$ cat config.mk
export PLATFORM = sky130hd
export DESIGN_NAME = ldpc_ber_sequencer
export DESIGN_NICKNAME = d
export VERILOG_FILES = /design/src/rtl/ldpc_ber_sequencer.sv
export SDC_FILE = /design/constraint.sdc
export NUM_CORES = 2
export LEC_CHECK = 0
export CAP_MARGIN = 15
export CORE_AREA = 2 2 505 507
export CTS_CLUSTER_SIZE = 40
export DETAILED_ROUTE_END_ITERATION = 7
export DIE_AREA = 0 0 507 509
export GPL_TIMING_DRIVEN = 0
export PLACE_DENSITY = 0.36
export REMOVE_ABC_BUFFERS = 1
export SKIP_LAST_GASP = 1
export SLEW_MARGIN = 20
export SYNTH_ARGS = -nofsm -noshare
export SYNTH_HDL_FRONTEND = slang
export SYNTH_SLANG_ARGS = --single-unit
$ cat constraint.sdc
create_clock -name wb_clk_i -period 40.8 [get_ports wb_clk_i]
set_input_delay 4.08 -clock wb_clk_i [delete_from_list [all_inputs] [get_ports wb_clk_i]]
set_output_delay 4.08 -clock wb_clk_i [all_outputs]
set_load 0.005 [all_outputs]
$ cat src/rtl/ldpc_ber_sequencer.sv
// Autonomous multi-frame BER test controller: PRBS message generation, error injection,
// decoder sequencing with timeout, and saturating frame/fail/bit-error/timeout statistics.
module ldpc_ber_sequencer #(
    parameter int MM    = 168,
    parameter int NN    = 208,
    parameter int CNT_W = 32,
    parameter int TO_W  = 16
) (
    input  logic             wb_clk_i,
    input  logic             wb_rst_i,
    input  logic             start,
    input  logic             abort,
    input  logic [1:0]       mode,
    input  logic [CNT_W-1:0] num_frames,
    input  logic [31:0]      seed,
    input  logic [NN-1:0]    err_base,
    input  logic [TO_W-1:0]  dec_timeout,
    output logic [NN-MM-1:0] msg_o,
    input  logic             enc_valid_i,
    input  logic [NN-1:0]    enc_cword_i,
    output logic [NN-1:0]    q0_0_o,
    output logic [NN-1:0]    q0_1_o,
    output logic             dec_start_o,
    input  logic             dec_done_i,
    input  logic             dec_pass_i,
    input  logic [NN-1:0]    dec_word_i,
    output logic             busy,
    output logic             done,
    output logic [CNT_W-1:0] frame_cnt,
    output logic [CNT_W-1:0] fail_cnt,
    output logic [CNT_W-1:0] bit_err_cnt,
    output logic [CNT_W-1:0] timeout_cnt,
    output logic [2:0]       state_o
);

    localparam int KK = NN - MM;
    localparam int LW = $clog2(KK);
    localparam int PW = $clog2(NN + 1);

    typedef enum logic [2:0] {
        S_IDLE      = 3'd0,
        S_LOAD      = 3'd1,
        S_ENC_WAIT  = 3'd2,
        S_INJECT    = 3'd3,
        S_DEC_START = 3'd4,
        S_DEC_WAIT  = 3'd5,
        S_CHECK     = 3'd6,
        S_DONE      = 3'd7
    } state_t;

    state_t           state_q, state_d;
    logic             start_q;
    logic [31:0]      lfsr_q, lfsr_d;
    logic [KK-1:0]    msg_q, msg_d;
    logic [NN-1:0]    err_q, err_d;
    logic [NN-1:0]    cword_q, cword_d;
    logic [NN-1:0]    q00_q, q00_d;
    logic [NN-1:0]    q01_q, q01_d;
    logic             dec_start_q, dec_start_d;
    logic [TO_W-1:0]  tmo_cnt_q, tmo_cnt_d;
    logic             tmo_q, tmo_d;
    logic [LW-1:0]    load_cnt_q, load_cnt_d;
    logic [CNT_W-1:0] frame_q, frame_d;
    logic [CNT_W-1:0] fail_q, fail_d;
    logic [CNT_W-1:0] biterr_q, biterr_d;
    logic [CNT_W-1:0] tmocnt_q, tmocnt_d;

    logic             start_edge;
    logic             busy_w;
    logic             pass_w;
    logic [CNT_W-1:0] frame_new;
    logic [PW-1:0]    err_bits;
    logic [CNT_W:0]   biterr_sum;

    function automatic logic [PW-1:0] popcount(input logic [NN-1:0] v);
        logic [PW-1:0] c;
        c = '0;
        for (int unsigned i = 0; i < NN; i++) c = c + PW'(v[i]);
        return c;
    endfunction

    function automatic logic [CNT_W-1:0] sat_inc(input logic [CNT_W-1:0] v);
        return (v == '1) ? v : v + CNT_W'(1);
    endfunction

    assign start_edge = start & ~start_q;
    assign busy_w     = (state_q != S_IDLE) && (state_q != S_DONE);
    assign pass_w     = ~tmo_q & dec_pass_i & (dec_word_i == cword_q);
    assign frame_new  = sat_inc(frame_q);
    assign err_bits   = tmo_q ? PW'(NN) : popcount(dec_word_i ^ cword_q);
    assign biterr_sum = {1'b0, biterr_q} + (CNT_W + 1)'(err_bits);

    always_comb begin
        state_d    = state_q;
        lfsr_d     = lfsr_q;
        msg_d      = msg_q;
        err_d      = err_q;
        cword_d    = cword_q;
        q00_d      = q00_q;
        q01_d      = q01_q;
        tmo_cnt_d  = tmo_cnt_q;
        tmo_d      = tmo_q;
        load_cnt_d = load_cnt_q;
        frame_d    = frame_q;
        fail_d     = fail_q;
        biterr_d   = biterr_q;
        tmocnt_d   = tmocnt_q;

        // Abort discards the in-flight frame: no counter or datapath updates.
        if (busy_w && abort) begin
            state_d = S_DONE;
        end else begin
            case (state_q)
                S_IDLE, S_DONE: begin
                    if (start_edge) begin
                        frame_d    = '0;
                        fail_d     = '0;
                        biterr_d   = '0;
                        tmocnt_d   = '0;
                        lfsr_d     = (seed == 32'h0) ? 32'h1 : seed;
                        err_d      = (mode == 2'd1 || mode == 2'd2) ? err_base : '0;
                        load_cnt_d = '0;
                        state_d    = S_LOAD;
                    end
                end
                S_LOAD: begin
                    msg_d      = {msg_q[KK-2:0], lfsr_q[0]};
                    lfsr_d     = {lfsr_q[30:0], lfsr_q[31] ^ lfsr_q[21] ^ lfsr_q[1] ^ lfsr_q[0]};
                    load_cnt_d = load_cnt_q + LW'(1);
                    if (load_cnt_q == LW'(KK - 1)) state_d = S_ENC_WAIT;
                end
                S_ENC_WAIT: begin
                    if (enc_valid_i) begin
                        cword_d = enc_cword_i;
                        state_d = S_INJECT;
                    end
                end
                S_INJECT: begin
                    q00_d   = '1;
                    q01_d   = cword_q ^ err_q;
                    state_d = S_DEC_START;
                end
                S_DEC_START: begin
                    tmo_cnt_d = '0;
                    state_d   = S_DEC_WAIT;
                end
                S_DEC_WAIT: begin
                    tmo_cnt_d = tmo_cnt_q + TO_W'(1);
                    if (dec_done_i) begin
                        tmo_d   = 1'b0;
                        state_d = S_CHECK;
                    end else if (tmo_cnt_d == dec_timeout) begin
                        tmo_d   = 1'b1;
                        state_d = S_CHECK;
                    end
                end
                S_CHECK: begin
                    frame_d  = frame_new;
                    if (!pass_w) fail_d = sat_inc(fail_q);
                    if (tmo_q) tmocnt_d = sat_inc(tmocnt_q);
                    biterr_d = biterr_sum[CNT_W] ? '1 : biterr_sum[CNT_W-1:0];
                    if (mode == 2'd2) err_d = {err_q[NN-2:0], err_q[NN-1]};
                    if (num_frames != '0 && frame_new == num_frames) begin
                        state_d = S_DONE;
                    end else begin
                        load_cnt_d = '0;
                        state_d    = S_LOAD;
                    end
                end
                default: state_d = S_IDLE;
            endcase
        end

        dec_start_d = (state_d == S_DEC_START);
    end

    always_ff @(posedge wb_clk_i or posedge wb_rst_i) begin
        if (wb_rst_i) begin
            state_q     <= S_IDLE;
            start_q     <= 1'b0;
            lfsr_q      <= '0;
            msg_q       <= '0;
            err_q       <= '0;
            cword_q     <= '0;
            q00_q       <= '0;
            q01_q       <= '0;
            dec_start_q <= 1'b0;
            tmo_cnt_q   <= '0;
            tmo_q       <= 1'b0;
            load_cnt_q  <= '0;
            frame_q     <= '0;
            fail_q      <= '0;
            biterr_q    <= '0;
            tmocnt_q    <= '0;
        end else begin
            state_q     <= state_d;
            start_q     <= start;
            lfsr_q      <= lfsr_d;
            msg_q       <= msg_d;
            err_q       <= err_d;
            cword_q     <= cword_d;
            q00_q       <= q00_d;
            q01_q       <= q01_d;
            dec_start_q <= dec_start_d;
            tmo_cnt_q   <= tmo_cnt_d;
            tmo_q       <= tmo_d;
            load_cnt_q  <= load_cnt_d;
            frame_q     <= frame_d;
            fail_q      <= fail_d;
            biterr_q    <= biterr_d;
            tmocnt_q    <= tmocnt_d;
        end
    end

    assign msg_o       = msg_q;
    assign q0_0_o      = q00_q;
    assign q0_1_o      = q01_q;
    assign dec_start_o = dec_start_q;
    assign busy        = busy_w;
    assign done        = (state_q == S_DONE);
    assign frame_cnt   = frame_q;
    assign fail_cnt    = fail_q;
    assign bit_err_cnt = biterr_q;
    assign timeout_cnt = tmocnt_q;
    assign state_o     = state_q;

endmodule

Word level (Yosys, flattened, before mapping):

Cells that the tools add are included.

* register bits: 853
* logic and storage cells: 323
* output and inout bits: 590

* add/sub/neg operators: 213
* bitwise gates (word level): 11
* equal/unequal tests: 25
* muxes and demuxes: 33
* reduce and logical (&&, ||, !) cells: 25

Operator list (count)
* 8-bit by 1-bit adder with 8-bit output: 200
* 208-bit two-way mux: 3
* 208-bit case mux with 2 select lines: 1
* 208-bit XOR: 2
* 32-bit case mux with 2 select lines: 5
* 32-bit two-way mux: 9
* 208-bit equality test: 1
* 32-bit by 1-bit adder with 32-bit output (second input constant): 3
* 32-bit equality test (second input constant): 3
* 32-bit by 8-bit adder with 33-bit output: 1
* 32-bit equality test: 1
* 32-bit logical NOT: 1
* 16-bit case mux with 2 select lines: 1
* 32-bit nonzero test: 1
* 3-bit two-way mux: 7
* 3-bit case mux with 7 select lines: 1
* 6-bit case mux with 3 select lines: 1
* 16-bit by 1-bit adder with 16-bit output (second input constant): 1
* 16-bit equality test: 1
* 3-bit equality test (second input constant): 5
* 2-bit != test (second input constant): 7
* 6-bit two-way mux: 2
* 3-bit AND reduction: 4
* 5-bit AND reduction: 2
* 27 further kinds: 44

Depth between registers and ports, before layout:

* word-level depth: 212
* depth in mapped cells: 40
* gate-level depth less buffers: 39

Worst setup path before layout:

No wires, ideal clock.

* kind: in2reg
* start point: in dec_word_i[161]
* end point: reg biterr_q[2], in the netlist bit_err_cnt[2]
* setup time: 0.120 ns
* cell stages on the path: 40
* path slack: 27.341 ns
* arrival time: 13.339 ns
* cell sequence: xnor2_1 fa_1 inv_1 fa_1 inv_1 fa_1 inv_1 fa_1 inv_1 fa_1 inv_1 fa_1 inv_1 fa_1 inv_1 fa_1 fa_1 inv_1 (+4 left out) inv_1 fa_1 nor2b_1 o21ai_0 nand2b_1 a21o_1 a21oi_1 xor2_1 nand2_1 ha_1 or2_2 a21oi_1 a211oi_1 nand3_1 clkbuf_1 clkbuf_1 a21oi_1 a31o_2

* word-level cells in the longest chain between the ends: 52

RTL lines
* start, declared: RTL line 26 `input logic [NN-1:0] dec_word_i,`
* 208-bit XOR: RTL line 90 `assign err_bits = tmo_q ? PW'(NN) : popcount(dec_word_i ^ cword_q);`
* 8-bit by 1-bit adder with 8-bit output (47 in a row): RTL line 78 `for (int unsigned i = 0; i < NN; i++) c = c + PW'(v[i]);`
* 8-bit two-way mux: RTL line 90
* 32-bit by 8-bit adder with 33-bit output: RTL line 91 `assign biterr_sum = {1'b0, biterr_q} + (CNT_W + 1)'(err_bits);`
* 32-bit two-way mux: RTL line 161 `biterr_d = biterr_sum[CNT_W] ? '1 : biterr_sum[CNT_W-1:0];`
* 32-bit case mux with 2 select lines: RTL line 113 `case (state_q)`
* end signal, assigned: RTL line 210 `biterr_q <= biterr_d;`
* end, declared: RTL line 65 `logic [CNT_W-1:0] biterr_q, biterr_d;`

No other way between the ends.
A chain may end at the register's enable or synchronous reset.

Worst setup path after layout:

* start point: in dec_word_i[71]
* end point: reg biterr_q[15], in the netlist bit_err_cnt[15]

* word-level cells in the longest chain between the ends: 142

RTL lines (RTL line)
* 208-bit XOR: 90
* 8-bit by 1-bit adder with 8-bit output (137 in a row): 78
* 8-bit two-way mux: 90
* 32-bit by 8-bit adder with 33-bit output: 91
* 32-bit two-way mux: 161
* 32-bit case mux with 2 select lines: 113

No other way between the ends.

==> flow_summary.ini <==
[global_routing]
grt_first_pass_wirelength_um = 347000
grt.overflow.total = 0
first_global_vias = 42000
grt_max_degree = 107
grt_antenna_before_repair = 144
grt_util_all_layers_pct = 19.2

[synth]
ys_async_sr_fraction_pct = 100
yosysWarnings = 0
synth_edf_count = 0
syn_area_sq_um = 49500
ys_ff_latch = 853
ys_types = 87
netlist_instances = 5038
syn_avg_cell_area_sq_um = 9.82
synth-main-ff-cell = dfrtp_1
yosysSeqAreaShare_pct = 43.1

[cts]
cts.path.max_buffers = 3
post_cts_buffers = 0
postCtsResizedCells = 0
path_clk_slew_ns = 0.06
cts_tree = built
clock_sinks = 853
cts_htree_levels = 3
cts_buffers = 116
hold_buffers = 0
clkLatencyLatePin_ns = 0.81
clockRootBuffer = clkbuf_16

[setup_path]
critPathArrivalTime_ns = 16.54
critPathRequiredTime_ns = 41.48
cp_max_fo = 20
end_kind = register
slowest_delay_ns = 0.88
path_class = input pin to register
startpoint_type = input pin
cp_slowest_cell = nand3_1
cp_common_cell = fa_1

[sta]
max_freq_mhz = 63.1
setup_ws_ns = 24.94
skew_ns = 0.0536
maxSlewViolCount = 0
hold-worst-slack_ns = 0.479
max_slew_margin_pct = 12.4
setup-violations-final = 0
tightest_slew_ns = 1.30
rsz0062_at_grt = false
period_needed_ns = 15.86
fin_crit_sh_pct = 38.9
final_hold_viol_count = 0

[routing]
route.detailed.drc = 0
drtPass1Iterations = 5
ant_nets = 0
wl_per_cell_um = 26.6
via_per_inst = 4.29
wl_um = 255000
drtIter0Drc = 2186
vias = 40900

[run_status]
status = complete, no violations

[floorplan]
pin_count = 1303
die_h_um = 509
core_sq_um = 253000
rows = 185
die_x_um = 507
initial_core_util_pct = 19.6
die-area_sq_um = 258000

[place]
dp_hpwl_um = 208000
io_buffer_count = 1302
finalWeightedCongestion = 0.867
place_worst_setup_slack_ns = 24.12
placed_cells = 9297

[layout]
final_nets = 7004
drive_gt1_share_pct = 8.97
area_delta_synth_final_pct = 41.8
instances_no_fill = 9553
fill_cells = 26800

[job]
cap_violations = 0

[min_path]
hold_class = register to register
[cell usage in the layout (no fill, tap or decap), drive strengths merged, types with 18 or more instances in the layout]
master / netlist / final
clkdlybuf4s50: 0 / 1302
dfrtp: 853 / 853
nand2: 525 / 525
a21oi: 506 / 506
nor2: 362 / 362
xnor2: 340 / 340
o21ai: 296 / 296
inv: 241 / 244
nor3b: 214 / 214
mux2: 211 / 211
fa: 195 / 195
clkbuf: 235 / 181
xor2: 179 / 179
buf: 244 / 70
nor4: 60 / 60
nand4: 56 / 56
nand3: 55 / 55
a31oi: 54 / 54
ha: 47 / 47
diode: 0 / 44
nor3: 40 / 40
and3: 32 / 32
and2: 29 / 29
nor2b: 23 / 23
and4: 20 / 20
clkinv: 0 / 20
o31ai: 18 / 18
[synthesized netlist by cell type (all sizes together) (10+ instances only)]
cell type	count	area [sq um]
nor4	60	415
and3	32	201
a311oi	10	100
a31oi	54	338
a21o	13	97.6
nand4	56	393
a31o	14	123
nor3	40	215
a21oi	506	2540
a211oi	17	133
o21ai	296	1490
nor4b	10	93.8
nand2b	15	93.8
and2	29	181
xor2	179	1570
clkbuf	235	883
nand2	525	1970
fa	195	3900
o31ai	18	135
mux2	211	2380
nor2	362	1360
nand3	55	298
dfrtp	853	21300
nor3b	214	1610
xnor2	340	2980
or3	15	93.8
buf	244	1760
mux2i	11	110
ha	47	588
inv	241	905
nor2b	23	144
and4	20	179
[through the flow]
| step | util, % | setup TNS, ns | instance area [sq um] |
|---|---|---|---|
| 2_1_floorplan | - | 0 | 46800 |
| 4_1_cts | 27.7 | 0 | 70000 |
| 3_5_place_dp | 26.2 | 0 | 66100 |
| 5_1_grt | 27.7 | 0 | 70100 |
| 6_report | 27.8 | 0 | 70200 |
| 3_3_place_gp | 25.4 | -3646.73 | 64100 |
[path summary, 6_finish.rpt]
path / start / to / slack [ns] / depth (start not counted)
max: dec_word_i[71] / bit_err_cnt[15] / 24.94 / 37
min: msg_o[39] / msg_o[39] / 0.48 / 2
max reg2reg: cword_q[71] / bit_err_cnt[15] / 28.30 / 36
min reg2reg: msg_o[39] / msg_o[39] / 0.48 / 2
max in group asynchronous: wb_rst_i / cword_q[93] / 35.20 / 5
min in group asynchronous: wb_rst_i / q0_1_o[204] / 3.79 / 2
[final cells by class]
type | count | area [sq um] | share of cell area [%]
clock inverter | 31 | 430 | 0.613
antenna | 44 | 110 | 0.157
timing repair buffer | 1372 | 14800 | 21.1
multi-input combinational | 3465 | 24900 | 35.5
sequential | 853 | 21300 | 30.4
tap | 3366 | 4210 | 6.00
clock buffer | 181 | 3490 | 4.97
inverter | 241 | 912 | 1.30
[layer usage]
metal | track usage, % | wire length, um | share of wire [%] | up-vias
li1 | - | - | - | 19000
met1 | 21.0 | 95100 | 37 | 20100
met2 | 33.3 | 126000 | 50 | 1264
met3 | 7.43 | 22400 | 8.8 | 420
met4 | 7.33 | 9660 | 3.8 | 150
met5 | 0 | 911 | 0.36 | -
[logic make-up (layout without fill, tap and decap cells)]
kind of cell,Yosys count,count (layout),synth area share (%)
buffers and inverters,720,1825,7.17
adders and majority gates,242,242,9.08
xor gates and xnor gates,519,519,9.19
DFF,853,853,43.1
muxes,222,222,5.02
other,0,44,0
AOI/OAI and AO/OA,997,997,11.3
and+or+nand+nor,1485,1485,15.1
[critical path, delay by kind of cell]
family          cells  cell delay [ns]
fa+ha+maj          14             6.61
simple gates        8             2.16
xor+xnor            2             1.44
compound gates      5             1.31
buf+inv             8             0.90
[sequential cells by signal (all words and copies together), names as in the netlist]
| name | count |
|---|---|
| bit_err_cnt | 32 |
| cword_q | 208 |
| dec_start_o | 1 |
| err_q | 208 |
| fail_cnt | 32 |
| frame_cnt | 32 |
| lfsr_q | 32 |
| load_cnt_q | 6 |
| msg_o | 40 |
| q0_0_o | 1 |
| q0_1_o | 208 |
| start_q | 1 |
| state_o | 3 |
| timeout_cnt | 32 |
| tmo_cnt_q | 16 |
| tmo_q | 1 |
Power is not shown: default switching activity piles up to over one toggle a cycle in this logic, so the estimate is an artifact.
